## src/rtl/exp_stream_pkg.sv

```systemverilog
// Shared types and sizes for the exponentiator stream wrapper.
// Latency: n/a (types and constants only).
// Backpressure: n/a.
package exp_stream_pkg;

    localparam int JOB_WORDS = 9;    // 4 words n, 1 word e, 4 words m
    localparam int RES_WORDS = 4;    // 128-bit result as 4 x 32-bit words
    localparam int WORD_W    = 32;
    localparam int OP_W      = 128;

    typedef enum logic [1:0] {
        LOAD  = 2'd0,
        START = 2'd1,
        RUN   = 2'd2,
        DRAIN = 2'd3
    } state_t;

endpackage

```

## src/rtl/word_serializer.sv

```systemverilog
// Holds a 128-bit result and presents it as 4 x 32-bit words, LS word first.
// Latency: word 0 is visible in the cycle after i_load; one word per handshake.
// Backpressure: o_dat/o_last hold while i_rdy is low; the index moves only on i_en & i_rdy.
//
// Ports: clk/rst clock and async active-high reset; i_load/i_dat capture a new
// result; i_en marks the words as valid (drain phase); i_rdy consumer ready;
// o_dat current word; o_last high on word 3; o_done pulses on the final handshake.
module word_serializer
    import exp_stream_pkg::*;
(
    input  logic              clk,
    input  logic              rst,
    input  logic              i_load,
    input  logic [OP_W-1:0]   i_dat,
    input  logic              i_en,
    input  logic              i_rdy,
    output logic [WORD_W-1:0] o_dat,
    output logic              o_last,
    output logic              o_done
);

    localparam logic [1:0] IDX_LAST = 2'(RES_WORDS - 1);

    logic [OP_W-1:0] r_dat;
    logic [1:0]      r_idx;
    logic            w_hs;
    logic            w_at_last;

    assign w_hs      = i_en & i_rdy;
    assign w_at_last = (r_idx == IDX_LAST);

    // The 2-bit index wraps 3 -> 0 on the final handshake, so the next job
    // always starts at word 0 without an explicit clear.
    always_ff @(posedge clk or posedge rst) begin
        if (rst) begin
            r_dat <= '0;
            r_idx <= '0;
        end else begin
            if (i_load) begin
                r_dat <= i_dat;
            end
            if (w_hs) begin
                r_idx <= r_idx + 2'd1;
            end
        end
    end

    assign o_dat  = r_dat[r_idx*WORD_W +: WORD_W];
    assign o_last = i_en & w_at_last;
    assign o_done = w_hs & w_at_last;

endmodule

```

## src/rtl/exp_stream_ctrl.sv

```systemverilog
// Stream wrapper around the modular exponentiator: 9-word job in, 4-word result out.
// Latency: START_CYCLES start pulse, then exponentiator time, then 1 cycle to first result word.
// Backpressure: in_ready only in LOAD; result words hold while out_ready is low.
//
// Ports: clk/reset (async, active-high); in_valid/in_ready/in_data job stream;
// out_valid/out_ready/out_data/out_last/out_err result stream; exp_start/exp_m/
// exp_e/exp_n drive the exponentiator, exp_c/exp_ready come back from it;
// busy high outside LOAD; exp_cycles saturating RUN-phase length of the last job.
module exp_stream_ctrl
    import exp_stream_pkg::*;
#(
    parameter int START_CYCLES = 2
)
(
    input  logic              clk,
    input  logic              reset,
    input  logic              in_valid,
    output logic              in_ready,
    input  logic [WORD_W-1:0] in_data,
    output logic              out_valid,
    input  logic              out_ready,
    output logic [WORD_W-1:0] out_data,
    output logic              out_last,
    output logic              out_err,
    output logic              exp_start,
    output logic [OP_W-1:0]   exp_m,
    output logic [WORD_W-1:0] exp_e,
    output logic [OP_W-1:0]   exp_n,
    input  logic [OP_W-1:0]   exp_c,
    input  logic              exp_ready,
    output logic              busy,
    output logic [31:0]       exp_cycles
);

    localparam logic [3:0]  WIDX_LAST = 4'(JOB_WORDS - 1);
    localparam logic [31:0] SC_LAST   = 32'(START_CYCLES - 1);

    state_t            r_state;
    state_t            w_state_nxt;
    logic [3:0]        r_widx;
    logic [OP_W-1:0]   r_n;
    logic [OP_W-1:0]   r_m;
    logic [WORD_W-1:0] r_e;
    logic              r_err;
    logic [31:0]       r_scnt;
    logic [31:0]       r_cnt;
    logic [31:0]       r_cycles;

    logic              w_load;
    logic              w_drain;
    logic              w_in_hs;
    logic              w_last_word;
    logic              w_run_done;
    logic              w_ser_load;
    logic [OP_W-1:0]   w_ser_dat;
    logic              w_ser_done;
    logic [1:0]        w_nidx;
    logic [1:0]        w_midx;

    assign w_load      = (r_state == LOAD);
    assign w_drain     = (r_state == DRAIN);
    assign w_in_hs     = in_valid & w_load;
    assign w_last_word = w_in_hs & (r_widx == WIDX_LAST);

    // r_cnt is cleared in START and never returns to zero once it has counted
    // (it saturates), so a nonzero count means "not the first RUN cycle". In
    // the first RUN cycle exp_ready still reflects the previous job.
    assign w_run_done  = (r_state == RUN) & (r_cnt != '0) & exp_ready;

    // Word slots: 0..3 -> n, 4 -> e, 5..8 -> m. For 5..8 the low two index
    // bits minus one give 0..3.
    assign w_nidx = r_widx[1:0];
    assign w_midx = r_widx[1:0] - 2'd1;

    // A rejected job (even n) drains an all-zero result.
    assign w_ser_load = w_run_done | (w_last_word & ~r_n[0]);
    assign w_ser_dat  = w_run_done ? exp_c : '0;

    always_ff @(posedge clk or posedge reset) begin
        if (reset) begin
            r_state <= LOAD;
        end else begin
            r_state <= w_state_nxt;
        end
    end

    always_comb begin
        w_state_nxt = r_state;
        case (r_state)
            LOAD:    if (w_last_word) w_state_nxt = r_n[0] ? START : DRAIN;
            START:   if (r_scnt == SC_LAST) w_state_nxt = RUN;
            RUN:     if (w_run_done) w_state_nxt = DRAIN;
            DRAIN:   if (w_ser_done) w_state_nxt = LOAD;
            default: w_state_nxt = LOAD;
        endcase
    end

    always_ff @(posedge clk or posedge reset) begin
        if (reset) begin
            r_widx   <= '0;
            r_n      <= '0;
            r_m      <= '0;
            r_e      <= '0;
            r_err    <= 1'b0;
            r_scnt   <= '0;
            r_cnt    <= '0;
            r_cycles <= '0;
        end else begin
            if (w_in_hs) begin
                r_widx <= (r_widx == WIDX_LAST) ? 4'd0 : r_widx + 4'd1;
                if (r_widx < 4'd4) begin
                    r_n[w_nidx*WORD_W +: WORD_W] <= in_data;
                end else if (r_widx == 4'd4) begin
                    r_e <= in_data;
                end else begin
                    r_m[w_midx*WORD_W +: WORD_W] <= in_data;
                end
            end

            if (w_last_word) begin
                r_err <= ~r_n[0];
            end

            r_scnt <= (r_state == START) ? r_scnt + 32'd1 : 32'd0;

            if (r_state == START) begin
                r_cnt <= '0;
            end else if ((r_state == RUN) && (r_cnt != '1)) begin
                r_cnt <= r_cnt + 32'd1;
            end

            if (w_run_done) begin
                r_cycles <= r_cnt;
            end
        end
    end

    word_serializer u_ser (
        .clk    (clk),
        .rst    (reset),
        .i_load (w_ser_load),
        .i_dat  (w_ser_dat),
        .i_en   (w_drain),
        .i_rdy  (out_ready),
        .o_dat  (out_data),
        .o_last (out_last),
        .o_done (w_ser_done)
    );

    // in_ready is masked by the asynchronous reset so it reads 0 while reset
    // is held, yet is already 1 in the first cycle after release.
    assign in_ready   = w_load & ~reset;
    assign out_valid  = w_drain;
    assign out_err    = w_drain & r_err;
    assign busy       = ~w_load;
    assign exp_start  = (r_state == START);
    assign exp_n      = r_n;
    assign exp_e      = r_e;
    assign exp_m      = r_m;
    assign exp_cycles = r_cycles;

endmodule

```

## config.mk

```make
export PLATFORM = sky130hd
export DESIGN_NAME = exp_stream_ctrl
export DESIGN_NICKNAME = d
export VERILOG_FILES = /design/src/rtl/exp_stream_pkg.sv /design/src/rtl/word_serializer.sv /design/src/rtl/exp_stream_ctrl.sv
export SDC_FILE = /design/constraint.sdc
export NUM_CORES = 1
export LEC_CHECK = 0
export ABC_AREA = 1
export BUFFER_PORTS_ARGS = -buffer_cell sky130_fd_sc_hd__buf_2
export CAP_MARGIN = 20
export CORE_ASPECT_RATIO = 0.75
export CORE_UTILIZATION = 53
export DETAILED_ROUTE_END_ITERATION = 6
export HOLD_SLACK_MARGIN = 0.15
export PLACE_DENSITY = 0.77
export SLEW_MARGIN = 20
export SYNTH_ARGS = -nofsm -noshare
export SYNTH_HDL_FRONTEND = slang
export SYNTH_SLANG_ARGS = --single-unit
```

## constraint.sdc

```tcl
create_clock -name clk -period 24.2 [get_ports clk]
set_clock_uncertainty 0.1 [all_clocks]
set_input_delay 2.42 -clock clk [delete_from_list [all_inputs] [get_ports clk]]
set_output_delay 2.42 -clock clk [all_outputs]
set_load 0.02 [all_outputs]
```

Yosys cells after proc, flatten, opt, wreduce, memory -nomap -nowiden
Cells that the tools add are included.

Flip-flop bits (word level): 521. Output and inout port bits: 358. Word-level logic and storage cells: 73.

Add/subtract/negate cells: 7. $lt $le $gt $ge: 1. Equal/unequal tests: 12. Shift operators: 5. Mux-type cells: 13. Bitwise operators: 16. Reduce and logical (&&, ||, !) cells: 8.

Operators with widths (count): 128-bit bitwise mux (2); 32-bit by 34-bit variable shift with 128-bit output, first input constant (2); 32-bit by 34-bit indexed part select with 128-bit output (2); 128-bit 2-to-1 mux (1); 128-bit by 8-bit indexed part select with 32-bit output (1); 32-bit 2-to-1 mux (3); 7-bit negation with 34-bit output (2); 32-bit by 1-bit adder with 32-bit output, second input constant (2); 32-bit by 1-bit == test with 1-bit output, second input constant (1); 32-bit != test, second input constant (1); 32-bit nonzero test (1); 1-bit AND (10); 2-bit 2-to-1 mux (5); 2-bit case mux with 4 select lines (1); 2-bit == test, second input constant (3); 3-bit AND reduction (2); 1-bit inverter (5); 4-bit by 1-bit adder with 4-bit output, second input constant (1); 4-bit by 3-bit == test with 1-bit output, second input constant (1); 4-bit == test, second input constant (1); 4-bit by 3-bit < comparator with 1-bit output, second input constant (1); 4-bit 2-to-1 mux (1); 2-bit by 1-bit != test with 1-bit output, second input constant (2); 2-bit != test, second input constant (2); other kinds (9) (9).

Longest topological paths before layout
Gate-level depths: netlist of run 1.

Depth in word-level cells: 5. Gate-level depth with buffers: 13.

Modules after synthesis
A second synthesis of run 1 with hierarchy kept.

Cell total of the unflattened synthesis: 3262. Area, all modules: 25314.3 um^2.

Modules (own cells, without submodules): exp_stream_ctrl (instances 1, cells an instance 2463, area each 18915.6 um^2); word_serializer (instances 1, cells an instance 799, area each 6398.6 um^2).

Worst setup path before layout of run 1
Ideal clock, no wire load.

Path type: input -> output. From: input reset. To: output in_ready. Data arrival time: 2.713 ns. Required time: 21.680 ns. Slack: 18.967 ns. Cell stages on the path: 1. Cells stage by stage: nor2_1.

Cells in the longest elaborated chain, start to end: 2.

Ends and longest elaborated chain: start, declared (line exp_stream_ctrl.sv:16) `input logic reset,`; 1-bit inverter (line exp_stream_ctrl.sv:152) `assign in_ready = w_load & ~reset;`; 1-bit AND (line exp_stream_ctrl.sv:152); end, declared (line exp_stream_ctrl.sv:18) `output logic in_ready,`.

No other way between the ends.

Final worst setup path of run 1
From: register u_ser.r_idx[0]. To: output out_data[30].

Cells in the longest elaborated chain, start to end: 1.

Ends and longest elaborated chain: start, declared (line word_serializer.sv:25) `logic [1:0] r_idx;`; start signal, assigned (line word_serializer.sv:43) `r_idx <= r_idx + 2'd1;`; 128-bit by 8-bit indexed part select with 32-bit output (line word_serializer.sv:48) `assign o_dat = r_dat[r_idx*WORD_W +: WORD_W];`; end, declared (line exp_stream_ctrl.sv:22) `output logic [WORD_W-1:0] out_data,`.

No other way between the ends.

==> summary.md, run 1 <==
| Metric | Value |
|---|---|
| Core Util, Final | 63.5% |
| Max-slew headroom | 23.6% |
| Pre-CTS setup slack | 17.77 ns |
| Post-CTS sizing | 0 |
| Largest net degree at the start of global routing | 116 |
| FP Rows | 67 |
| Fin nets | 3463 |
| Total wire length | 81100 um |
| Width of the die | 249 um |
| IO buf count | 522 |
| CP Cell Sequence | clkinv_1, buf_4, o21ai_0, o22ai_1, buf_2 |
| Final std cells w/o fill | 3909 |
| Worst VDD drop | 74.7 uV |
| CP startpoint | u_ser.r_idx[0]$_DFFE_PP0P_ |
| Max-slew violation count | 0 |
| XOR/XNOR share of the synthesized area | 0.688% |
| Crit-path slowest cell | clkinv_1 |
| RSZ-0062 raised after global routing | no |
| Core area | 0.0448 mm^2 |
| Top cells by area, synth | dfrtp_1 (54%), nand2_1 (10%), nand3_1 (9.3%) |
| PnR worst setup slack | 18.13 ns |
| Comb pwr share | 42.1% |
| Failing checks | DRC |
| FFs w/ async S/R, synth | 100% |
| YS warnings | 0 |
| Final period util | 25.1% |
| Share of post-route cells with drive strength above 1 | 21.3% |
| H-tree Lvls | 2 |
| Yosys top cell by area | dfrtp_1 |
| Element type at the critical path start | register |
| Initial antenna violation count | 7 |
| Vias in the first global route | 21900 |
| Adder-cell share of the synthesized area | 0.828% |
| Post-synthesis simple-gate area fraction | 26.8% |
| Gr usage total | 34.4% |
| Switching share of power | 45.7% |
| Estimated wirelength of the detail-placed design | 54900 um |
| EDFF count, synth | 0 |
| Tot Pwr | 0.00372 W |
| Syn Area/Cell | 8.38 um^2 |
| Fmax | 165 MHz |
| Max incr delay on CP | 0.93 ns |
| Type of the most critical hold path | reg -> reg |
| NetSw | 0.00170 W |
| Via Count | 23100 |
| IO Count | 523 |
| Die H | 187 um |
| Via/cell ratio | 5.90 |
| Seq cells post-synth | 521 |
| CP bufs+invs | 3 |
| Pwr per Cell Area | 131 mW/mm^2 |
| CP Capture Point | out_data[30] |
| Maxcap violations | 0 |
| CP top delay family | buffers and inverters |
| Largest family of logic cells by synthesized area | simple AND/OR/NAND/NOR gates |
| Worst R2R End | exp_m[27]$_DFFE_PP0P_ |
| Mapped Cells | 2887 |
| Post-Syn Nets | 3068 |
| Clk pwr share | 21.6% |
| Top_reg_cell synth | dfrtp_1 |
| Minimum clock period | 6.07 ns |
| Worst Reg-to-Reg Cells | 8 |
| Die area | 0.0465 mm^2 |
| Sequential fraction of design power | 36.3% |
| Placed cells | 3814 |
| Total congestion overflow | 0 |
| Final Hold Viols | 0 |
| Final TNS setup | 0 ns |
| Post-CTS Setup Bufs | 0 |
| CTS buffer count | 50 |
| Internal power | 0.00202 W |
| Clock slew at reported path FFs | 0.06 ns |
| Critical path depth in cells | 5 |
| Netlist cell types | 41 |
| Yosys top cell area share | 53.9% |
| Detailed Routing Iterations Pass 1 | 7 |
| Clk root buf | clkbuf_16 |
| Status | finished, violations left |
| Mux share of post-synthesis cell area | 0% |
| Leak Pwr | 15.2 nW |
| Hold_buf cts | 0 |
| Seq/Total Area, Yosys | 53.9% |
| Synth Area in Compound Gates | 11.1% |
| Worst r2r src | r_widx[0]$_DFFE_PP0P_ |
| CTS Buffer Depth | 3 |
| Wire per inst | 20.7 um |
| Clock Sinks | 521 |
| RD Place Congestion | 0.923 |
| Final setup violation count | 0 |
| Starting density of the core | 53.9% |
| Remaining antenna violation count | 0 |
| CTS tree | done |
| Post-Syn Area | 0.0242 mm^2 |
| Worst-margin pin slew | 1.14 ns |
| Worst Path Required | 21.68 ns |
| Worst setup EP type | output port |
| Global-route wire length before repair | 126000 um |
| Critical path arrival | 3.55 ns |
| Worst-path fanout max | 66 |
| 1st-iter DRT viols | 2544 |
| Worst skew pair latency | 0.59 ns |
| DRC errors left | 3 |
| Synth-to-Final Area Change | 17.8% |
| Reg-to-reg slack, setup | 19.00 ns |
| Crit Path Category | reg -> out |
-- cell families (layout without fill, tap and decap cells) --
logic type / after synthesis / after routing
other: 0 / 3
adders and majority gates: 16 / 16
and+or+nand+nor: 1485 / 1485
AOI/OAI and AO/OA: 485 / 485
xor gates and xnor gates: 19 / 19
buffers and inverters: 361 / 794
DFF: 521 / 521
-- cell type report --
cell class                 count  area [um^2]
antenna                        3         7.51
clock buffer                  74         1450
clock inverter                16          190
fill                        3794        16400
inverter                     155          596
multi-input combinational   2005         9610
sequential                   521        13000
tap                          586          733
timing repair buffer         549         2850
-- flip-flops by register name, indices dropped and copies added (netlist names) --
signal       flops
r_err            1
exp_n          128
u_ser.r_dat    128
r_scnt          32
exp_e           32
exp_cycles      32
r_state          2
u_ser.r_idx      2
r_widx           4
r_cnt           32
exp_m          128
-- synth_stat cells, drive strengths merged, types with 5 or more instances --
library cell	count
o21ai	368
buf	83
clkbuf	123
nand2	660
xor2	14
xnor2	5
inv	153
nor3	21
ha	16
dfrtp	521
a21oi	41
o22ai	32
nor2	272
nand3	454
o31ai	32
nand4	71
o21a	10
-- layout by cell type (no fill, tap or decap), types with 51 or more instances in the layout --
cell       Yosys  routed
buf_2         42     522
clkbuf_16      0      51
dfrtp_1      521     518
inv_1        144     139
nand2_1      652     648
nand3_1      450     450
nand4_1       65      65
nor2_1       268     258
o21ai_0      335     335
-- worst min path at each step --
stage                      startpoint                      to  slack (ns)  cells past startpoint
2_1_floorplan       r_err$_DFFE_PP0P_       r_err$_DFFE_PP0P_        0.35                      2
3_3_place_gp   exp_m[127]$_DFFE_PP0P_  exp_m[127]$_DFFE_PP0P_        0.36                      2
3_5_place_dp   exp_m[102]$_DFFE_PP0P_  exp_m[102]$_DFFE_PP0P_        0.36                      2
4_1_cts        exp_m[102]$_DFFE_PP0P_  exp_m[102]$_DFFE_PP0P_        0.38                      2
5_1_grt        exp_m[101]$_DFFE_PP0P_  exp_m[101]$_DFFE_PP0P_        0.41                      2
6_report       exp_m[101]$_DFFE_PP0P_  exp_m[101]$_DFFE_PP0P_        0.38                      2
-- power groups by stage --
stage / Combinational (W) / Sequential, W / Clock [W]
after floorplan: 0.000820 / 0.00151 / 0
after global placement: 0.00152 / 0.00134 / 0
after detailed placement: 0.00155 / 0.00135 / 0
after CTS: 0.00155 / 0.00134 / 0.000811
after global routing: 0.00168 / 0.00138 / 0.000843
final: 0.00156 / 0.00135 / 0.000802
-- tightest hold or removal path, cell delays in order (launching register included) --
cell	delay [ns]
dfrtp_1	0.34
nand2_1	0.05
o31ai_1	0.05
-- routing by layer --
layer  track usage, %  vias to the layer above  wire, um  share of wire (%)
met2             51.7                     1304     35900                 44
met5                0                        -        45              0.055
li1                 -                    10400         -                  -
met4             15.1                        8      3650                4.5
met1             47.0                    11100     33000                 41
met3             9.35                      217      8540                 11
-- stage by stage --
| stage | area, um^2 | hold slack (ns) |
|---|---|---|
| 4_1_cts | 28400 | 0.379 |
| 5_1_grt | 28500 | 0.408 |
| 6_report | 28500 | 0.376 |
| 3_3_place_gp | 26800 | 0.361 |
| 3_5_place_dp | 26800 | 0.364 |
| 2_1_floorplan | 24200 | 0.349 |
Power figures use the tool's default switching activity.
==> run 2, diff against run 1 <==
--- a/config.mk
+++ b/config.mk
@@ -5,14 +5,14 @@
 export SDC_FILE = /design/constraint.sdc
 export NUM_CORES = 1
 export LEC_CHECK = 0
-export ABC_AREA = 1
+export ABC_AREA = 0
 export BUFFER_PORTS_ARGS = -buffer_cell sky130_fd_sc_hd__buf_2
 export CAP_MARGIN = 20
 export CORE_ASPECT_RATIO = 0.75
 export CORE_UTILIZATION = 53
 export DETAILED_ROUTE_END_ITERATION = 6
 export HOLD_SLACK_MARGIN = 0.15
-export PLACE_DENSITY = 0.77
+export PLACE_DENSITY = 0.78
 export SLEW_MARGIN = 20
 export SYNTH_ARGS = -nofsm -noshare
 export SYNTH_HDL_FRONTEND = slang
==> constraint.sdc (replaced) <==
create_clock -name clk -period 5.9 [get_ports clk]
set_clock_uncertainty 0.1 [all_clocks]
set_input_delay 0.59 -clock clk [delete_from_list [all_inputs] [get_ports clk]]
set_output_delay 0.59 -clock clk [all_outputs]
set_load 0.02 [all_outputs]
==> run 2 against run 1 <==
Compared with the run above: the flow now finishes without violations; cell area fell by 1.6%; sequential share of layout area rose by 0.72 points; highest routed layer is now met4; synthesized cell count fell by 24%; worst setup slack got worse by 17 ns; die area fell by 8.1%; global-route usage fell by 1.0 points; clock power rose to 4.0 times the previous value; sequential cell count did not move; critical path type is now reg -> reg; power rose to 3.5 times the previous value.
==> summary.md, run 2 <==
| Metric | Value |
|---|---|
| Fill cell count | 2962 (-22%) |
| Detailed Routing Iterations Pass 1 | 6 (-1) |
| Worst-margin pin slew | 1.08 ns (-0.0681 ns) |
| Fin nets | 2939 (-15%) |
| Synth-to-Final Area Change | 26.2% |
| Clock Sinks | 521 (unchanged) |
| Top cells by area, synth | dfrtp_1 (59%), nand2_1 (12%), o31ai_1 (7.9%) |
| CTS Buffer Depth | 3 (unchanged) |
| 1st-iter DRT viols | 2297 (-9.7%) |
| Synth cell count leaders | nand2_1 (725), dfrtp_1 (521), o31ai_1 (235) |
| DRC errors left | 0 (-3) |
| Clk root buf | clkbuf_16 |
| Global-route wire length before repair | 110000 um (-13%) |
| Wire per inst | 21.9 um (+5.5%) |
| Final Instance Area | 0.0280 mm^2 (-1.6%) |
| Critical path arrival | 4.72 ns (+1.17 ns) |
| Comb pwr share | 36.6% (-5.5 points) |
| Fmax | 232 MHz |
| Type of the most critical hold path | in -> reg |
| Seq. cell area | 0.0130 mm^2 (about the same) |
| EDFF count, synth | 0 (unchanged) |
| Via/cell ratio | 5.97 (+1.1%) |
| Top_reg_cell synth | dfrtp_1 |
| YS warnings | 0 (unchanged) |
| H-tree Lvls | 2 (unchanged) |
| Core area | 0.0410 mm^2 (-8.6%) |
| Share of post-route cells with drive strength above 1 | 25.2% (+3.9 points) |
| Maxcap violations | 0 (unchanged) |
| FFs w/ async S/R, synth | 100% (unchanged) |
| CP most frequent cell | buf_4 |
| Minimum clock period | 4.31 ns |
| Width of the die | 238 um (-4.1%) |
| PnR worst setup slack | 1.59 ns (-16.54 ns) |
| Via Count | 20000 (-13%) |
| Cell area after placement | 0.0251 mm^2 (-6.1%) |
| Yosys top cell area share | 58.7% (+4.8 points) |
| RSZ-0062 raised after global routing | no |
| Worst VDD drop | 347 uV (+360%) |
| Vias in the first global route | 19000 (-13%) |
| Post-CTS Setup Bufs | 0 (unchanged) |
| Die H | 179 um (-4.1%) |
| Total congestion overflow | 0 (unchanged) |
| Netlist cell types | 46 (+12%) |
| Crit Path Category | reg -> reg |
| FP Rows | 64 (-4.5%) |
| Final setup violation count | 0 (unchanged) |
| Switching share of power | 40.6% (-5.1 points) |
| Clock slew at reported path FFs | 0.07 ns (about the same) |
| Pwr per Cell Area | 460 mW/mm^2 (+250%) |
| Die area | 0.0427 mm^2 (-8.1%) |
| Final std cells w/o fill | 3354 (-14%) |
| Most common cell after layout, fill and taps aside | nand2_1 |
| Worst skew pair latency | 0.57 ns (-0.02 ns) |
| Post-Syn Nets | 2382 (-22%) |
| Max-slew headroom | 27.7% (+4.2 points) |
| Initial antenna violation count | 0 (-7) |
| Crit-path slowest cell | buf_4 |
| Placed cells | 3140 (-18%) |
| Worst setup EP type | register |
| Syn Area/Cell | 10.1 um^2 (+20%) |
| NetSw | 0.00523 W (+210%) |
| IO Count | 523 (unchanged) |
| Element type at the critical path start | register |
| Post-Syn Area | 0.0222 mm^2 (-8.2%) |
| Gr usage total | 33.4% (-1.0 points) |
| Final TNS setup | 0 ns (unchanged) |
| Seq cells post-synth | 521 (unchanged) |
| CTS buffer count | 49 (-2.0%) |
| Most frequent cells in the layout | nand2_1 (718), buf_2 (522), dfrtp_1 (520), o31ai_1 (235), nand3_1 (152) |
| CP Cell Sequence | clkinv_1, ha_1, nand4_1, buf_4, or3_4, buf_4, nand3_1, nand2_1 |
| Leak Pwr | 14.4 nW (-5.1%) |
| Total wire length | 73400 um (-9.5%) |
| Worst Path Required | 6.30 ns (-15.38 ns) |
| Area occupied by multi-input gates | 0.00852 mm^2 (-11%) |
| Starting density of the core | 54.1% (+0.23 points) |
| Largest net degree at the start of global routing | 196 (+69%) |
| Sequential fraction of design power | 38.6% (+2.3 points) |
| Mapped Cells | 2201 (-24%) |
| RD Place Congestion | 0.902 (-2.3%) |
| Max incr delay on CP | 0.85 ns (-0.08 ns) |
| Clk pwr share | 24.7% (+3.1 points) |
| Most frequent cell after synthesis | nand2_1 |
| CTS tree | done |
| Max-slew violation count | 0 (unchanged) |
| Internal power | 0.00765 W (+280%) |
| IO buf count | 522 (unchanged) |
| Seq/Total Area, Yosys | 58.7% (+4.8 points) |
| Worst-path fanout max | 100 (+52%) |
| Final period util | 73.1% |
| Yosys top cell by area | dfrtp_1 |
| Pre-CTS setup slack | 1.74 ns (-16.03 ns) |
| Status | complete, no violations |
| Final Hold Viols | 0 (unchanged) |
| Estimated wirelength of the detail-placed design | 46800 um (-15%) |
| Remaining antenna violation count | 0 (unchanged) |
[run 2: cell count changes after synthesis, moves of 30 or more]
cell | previous run | this run
mux2_2 | 0 | 37
nand3_1 | 450 | 152
nand4_1 | 65 | 18
buf_2 | 42 | 3
clkbuf_1 | 123 | 153
inv_1 | 144 | 23
o31ai_1 | 32 | 235
nand2_1 | 652 | 725
nor2_1 | 268 | 27
o21ai_1 | 32 | 1
mux4_2 | 0 | 32
o21ai_0 | 335 | 57
o22ai_1 | 32 | 0
[run 2: worst paths after layout]
check,startpoint,depth (start not counted),end,slack (ns)
setup / recovery,r_widx[0]$_DFFE_PP0P_,8,u_ser.r_dat[106]$_DFFE_PP0P_,1.59
hold / removal,exp_c[118],3,u_ser.r_dat[118]$_DFFE_PP0P_,0.17
setup reg to reg,r_widx[0]$_DFFE_PP0P_,8,u_ser.r_dat[106]$_DFFE_PP0P_,1.59
hold reg to reg,exp_n[83]$_DFFE_PP0P_,2,exp_n[83]$_DFFE_PP0P_,0.37
max in group asynchronous,reset,5,exp_e[19]$_DFFE_PP0P_,3.50
min in group asynchronous,reset,3,exp_m[41]$_DFFE_PP0P_,0.51
[run 2: logic make-up (layout without fill, tap and decap cells)]
kind of cell / Yosys count / count (layout) / synth area share [%]
and+or+nand+nor: 1040 / 1040 / 20.2
DFF: 521 / 521 / 58.7
AOI/OAI and AO/OA: 331 / 331 / 10.3
buffers and inverters: 187 / 778 / 3.22
muxes: 74 / 74 / 5.35
xor gates and xnor gates: 32 / 32 / 1.26
adders and majority gates: 16 / 16 / 0.902
other: 0 / 1 / 0
[run 2: critical path, delay by kind of cell, from the launching register on]
kind | cells | cell delay, ns
DFF | 1 | 0.35
and+or+nand+nor | 4 | 0.98
adders and majority gates | 1 | 0.64
buffers and inverters | 3 | 2.11
[run 2: layout make-up]
cell class	instances	share of cell area [%]
sequential	521	46.5
multi-input combinational	1493	30.4
timing repair buffer	669	14.6
clock buffer	72	5.08
tap	561	2.50
clock inverter	13	0.558
inverter	24	0.335
antenna	1	0.00893
[run 2: per-stage QoR]
step	hold slack (ns)	power, W	util [%]
after global routing	0.182	0.0134	68.3
after CTS	0.153	0.0127	68.3
after detailed placement	0.360	0.00943	61.3
final	0.172	0.0129	68.4
after global placement	0.355	0.00927	61.3
after floorplan	0.339	0.00784	-
[run 2: layer usage]
metal / GRT usage, % / up-vias / part of all wire [%]
met5: 0 / - / 0
met4: 16.2 / 0 / 5.5
met3: 7.25 / 274 / 9.3
met2: 51.6 / 1243 / 46
met1: 45.2 / 9814 / 39
li1: - / 8695 / -
[run 2: power by group through the flow]
stage	Combinational [W]	Sequential, W	Clock [W]
floorplan	0.00259	0.00525	0
detailed placement	0.00448	0.00495	0
CTS	0.00457	0.00490	0.00319
global placement	0.00436	0.00492	0
global route	0.00502	0.00504	0.00337
finish	0.00472	0.00498	0.00319
[run 2: timing repair]
action	4_1_cts	5_1_grt
gates resized for setup	0	0
hold buffers	127	0
setup endpoints to repair	0	0
endpoints found under the hold margin	139	0
